<file path="config.mk">
export PLATFORM = sky130hd
export DESIGN_NAME = sync_fifo_ctrl
export DESIGN_NICKNAME = d
export VERILOG_FILES = /design/src/rtl/sync_fifo_ctrl.sv
export SDC_FILE = /design/constraint.sdc
export NUM_CORES = 1
export LEC_CHECK = 0
export ABC_AREA = 1
export CORE_MARGIN = 3
export CORE_UTILIZATION = 55
export DETAILED_ROUTE_END_ITERATION = 7
export GPL_TIMING_DRIVEN = 0
export PLACE_DENSITY = 0.85
export SYNTH_ARGS = -nofsm -noshare
export SYNTH_HDL_FRONTEND = slang
export SYNTH_SLANG_ARGS = --single-unit
</file>
<file path="constraint.sdc">
create_clock -name clk -period 4.4 [get_ports clk]
set_clock_uncertainty 0.15 [all_clocks]
set_input_delay 0.44 -clock clk [delete_from_list [all_inputs] [get_ports clk]]
set_output_delay 0.44 -clock clk [all_outputs]
set_load 0.01 [all_outputs]
</file>
<file path="src/rtl/sync_fifo_ctrl.sv">
// Single-clock FIFO controller: registered read data, registered full/empty
// flags, and pulse/sticky reporting of rejected push and pop requests.
module sync_fifo_ctrl #(
  parameter  int DATA_W = 8,
  parameter  int DEPTH  = 16,
  localparam int AW     = $clog2(DEPTH)
) (
  input  logic              clk,
  input  logic              rst,
  input  logic              push,
  input  logic [DATA_W-1:0] din,
  input  logic              pop,
  output logic [DATA_W-1:0] dout,
  output logic              full,
  output logic              empty,
  output logic [AW:0]       count,
  output logic              overflow,
  output logic              underflow,
  output logic              err_sticky
);

  localparam logic [AW:0] FULL_CNT = (AW+1)'(DEPTH);

  logic [DATA_W-1:0] mem [DEPTH];
  logic [AW-1:0]     wr_ptr, rd_ptr;
  logic              push_ok, pop_ok;
  logic              ovf_nxt, unf_nxt;
  logic [AW:0]       count_nxt;

  // Acceptance looks only at the registered flags, never at the other request.
  assign push_ok = push & ~full;
  assign pop_ok  = pop & ~empty;
  assign ovf_nxt = push & full;
  assign unf_nxt = pop & empty;

  always_comb begin
    count_nxt = count;
    case ({push_ok, pop_ok})
      2'b10:   count_nxt = count + (AW+1)'(1);
      2'b01:   count_nxt = count - (AW+1)'(1);
      default: count_nxt = count;
    endcase
  end

  always_ff @(posedge clk or posedge rst) begin
    if (rst) begin
      wr_ptr     <= '0;
      rd_ptr     <= '0;
      count      <= '0;
      full       <= 1'b0;
      empty      <= 1'b1;
      dout       <= '0;
      overflow   <= 1'b0;
      underflow  <= 1'b0;
      err_sticky <= 1'b0;
    end else begin
      if (push_ok) wr_ptr <= wr_ptr + AW'(1);
      if (pop_ok) begin
        rd_ptr <= rd_ptr + AW'(1);
        dout   <= mem[rd_ptr];
      end
      count      <= count_nxt;
      full       <= (count_nxt == FULL_CNT);
      empty      <= (count_nxt == '0);
      overflow   <= ovf_nxt;
      underflow  <= unf_nxt;
      err_sticky <= err_sticky | ovf_nxt | unf_nxt;
    end
  end

  // Storage is deliberately left out of reset.
  always_ff @(posedge clk) begin
    if (push_ok) mem[wr_ptr] <= din;
  end

endmodule

</file>
==> run metrics <==
status completed; worst-path fanout max 10; Design Area, Final 0.00732 mm2; DRC 0; worst r2r src empty; Final setup viols 0; worst setup path start pop; Die Y 113 um; DIE WIDTH 113 um; Post-CTS Setup Inserts 0; root buffer selected by CTS clkbuf_16; nets 587; Cells after DPL 689; Cell Count, Final, Fillers Out about 720; Critical Path AT 2.77 ns; RSZ-0062 raised after global routing false; worst r2r path cells 9; vias post-DR 4,402; fin crit period 2.57 ns; post-synthesis cell type count 33; Initial Util roughly 57%; post-cts resize count 0; CTS tree done; CTS Hold Buffers Added 0; top cell type's share of synthesized area 60.6%; yosys warns 0; routed wire length 15,000 um; first drt pass iteration count 5; Post-DRT Antenna Nets 0; clk slew on worst S/H paths 0.06 ns; die footprint ~0.013 mm2; number of synthesized flops with an enable pin 128; DP Wirelength 9470 um; count leader, synth edfxtp_1; fraction of final layout cells sized beyond drive strength 1 9.33%; Cell Pwr Density 690 mW/mm2; DR vias/cell 6.12; total gr overflow 0; post-route setup TNS 0 ns; Max Cap Violations 0; worst setup path end empty; worst rel slew slack 33.6%; placed instance area 0.00681 mm2; Post-Place Setup Slack roughly 1.4 ns; Global Route Usage Sum between 20 and 25%; LEAKAGE between 2 and 3 nW; clock sink count 154; synth cell count leaders edfxtp_1 (128), nor2_1 (84), nand2_1 (67), o21ai_0 (61), dfrtp_1 (25); DR iter-0 viols 615; Final Slew Violations 0; number of global-route vias before repair approximately 4,300; fmax about 400 MHz; diode count 0; sequential-to-total area share from yosys stat 70.9%; Design Power just over 5 mW; synthesized area 0.00634 mm2; Clock Path Buffers 2; first-pass GRT wire length around 23,000 um; mean post-synth cell area 12.2 um2; H-tree depth 4; row count 38; Max VDD drop 529 uV; routed len/inst 20.8 um; final period utilization 58.4%; largest net degree at the start of global routing 27; Num CTS Buffers 17; PortBufs 29; post-route setup slack 1.83 ns; Worst Setup End Kind register; Post-synth top flop edfxtp_1; flop-to-flop setup slack just under 2 ns; Worst R2R End empty; startpoint types primary input; post-synthesis cell count 520; Syn-to-layout area delta 15.5%; share of flip-flops with an asynchronous set or reset 16.9%; area of the core 0.0110 mm2; Clock Latency Late Sink between 0.4 and 0.5 ns; ranking of synthesized cells by area edfxtp_1 (61%), dfrtp_1 (9.9%), nor2_1 (5.0%), o21ai_0 (4.8%), nand2_1 (4.0%); Ports 30; largest area contributor in the netlist edfxtp_1; Synth Register Bits 154; HP Class register to register; kind of critical path primary input to register; Worst Tran Pin Value 0.996 ns; Crit path required time 4.60 ns; initial antenna violation count 0; GPL Wtd Cong 0.933; Syn Nets 539; Hold Fails Final Rpt 0
==> final cells by class <==
type,instances,area [um2]
Buffer,24,123
Clock buffer,20,437
Clock inverter,10,80.1
Fill cell,713,3710
Inverter,29,109
Multi-Input combinational cell,313,1610
Sequential cell,154,4500
Tap cell,140,175
Timing Repair Buffer,29,290
==> layout by cell type (no fill, tap or decap), drive strengths merged <==
cell type / instances
edfxtp: 128
nor2: 86
o21ai: 75
nand2: 73
clkbuf: 32
clkdlybuf4s50: 29
inv: 27
dfrtp: 25
nand3: 16
o221ai: 12
a21oi: 12
o22ai: 12
buf: 12
clkinv: 9
ha: 7
xor2: 6
o211ai: 4
mux2i: 4
nand4: 2
clkinvlp: 2
a31oi: 1
xnor2: 1
or2: 1
nor3: 1
bufinv: 1
dfstp: 1
==> state kept, by name (all words and copies together), names as in the netlist <==
register	count
count	5
dout	8
empty	1
err_sticky	1
full	1
mem	128
overflow	1
rd_ptr	4
underflow	1
wr_ptr	4
==> cells by family (layout without fill, tap and decap cells) <==
| logic type | Yosys count | in the layout | share of synthesized area [%] |
|---|---|---|---|
| AND/OR/NAND/NOR | 179 | 179 | 12.1 |
| flip-flops | 154 | 154 | 70.9 |
| multiplexers | 4 | 4 | 0.631 |
| AO/OA/AOI/OAI | 116 | 116 | 10.3 |
| buffers and inverters | 53 | 112 | 3.65 |
| XOR/XNOR | 7 | 7 | 0.967 |
| adder cells (fa/ha/maj) | 7 | 7 | 1.38 |
==> routing by layer <==
metal  global-route usage, %  vias to the layer above  routed length (um)
met2                    38.8                      342                7400
met5                       0                        -                   0
met1                    31.0                     2057                5390
met3                    6.90                       57                1650
li1                        -                     1946                   -
met4                    12.2                        0                 520
==> worst max-delay path, cell delays in order <==
cell and delay [ns]:
clkdlybuf4s50_1 0.50, inv_2 0.07, nor2_8 0.19, buf_2 0.26
ha_1 0.34, o21ai_0 0.19, inv_1 0.07, or2_2 0.27
nor2_1 0.16, nand3_1 0.14, nor2_1 0.13
==> worst min path at each step <==
stage                       to       start  cells after the start
floorplan             count[0]         rst                      1
global placement    err_sticky  err_sticky                      2
detailed placement  err_sticky  err_sticky                      2
CTS                 err_sticky  err_sticky                      2
global route        err_sticky  err_sticky                      2
finish              err_sticky  err_sticky                      2
==> stage by stage <==
stage | utilization [%] | hold WS, ns
final | 66.4 | 0.309
after global routing | 66.4 | 0.335
after CTS | 66.4 | 0.313
after detailed placement | 61.7 | 0.300
after global placement | 61.7 | 0.296
after floorplan | - | 0.329
==> where the power goes <==
group / total [mW] / switching, mW / internal, mW
Clock: 1.29 / 0.526 / 0.760
Combinational: 1.82 / 1.23 / 0.596
Sequential: 1.95 / 0.127 / 1.82
Total: 5.06 / 1.88 / 3.18
Note: power is estimated with default switching activity, not from simulation.
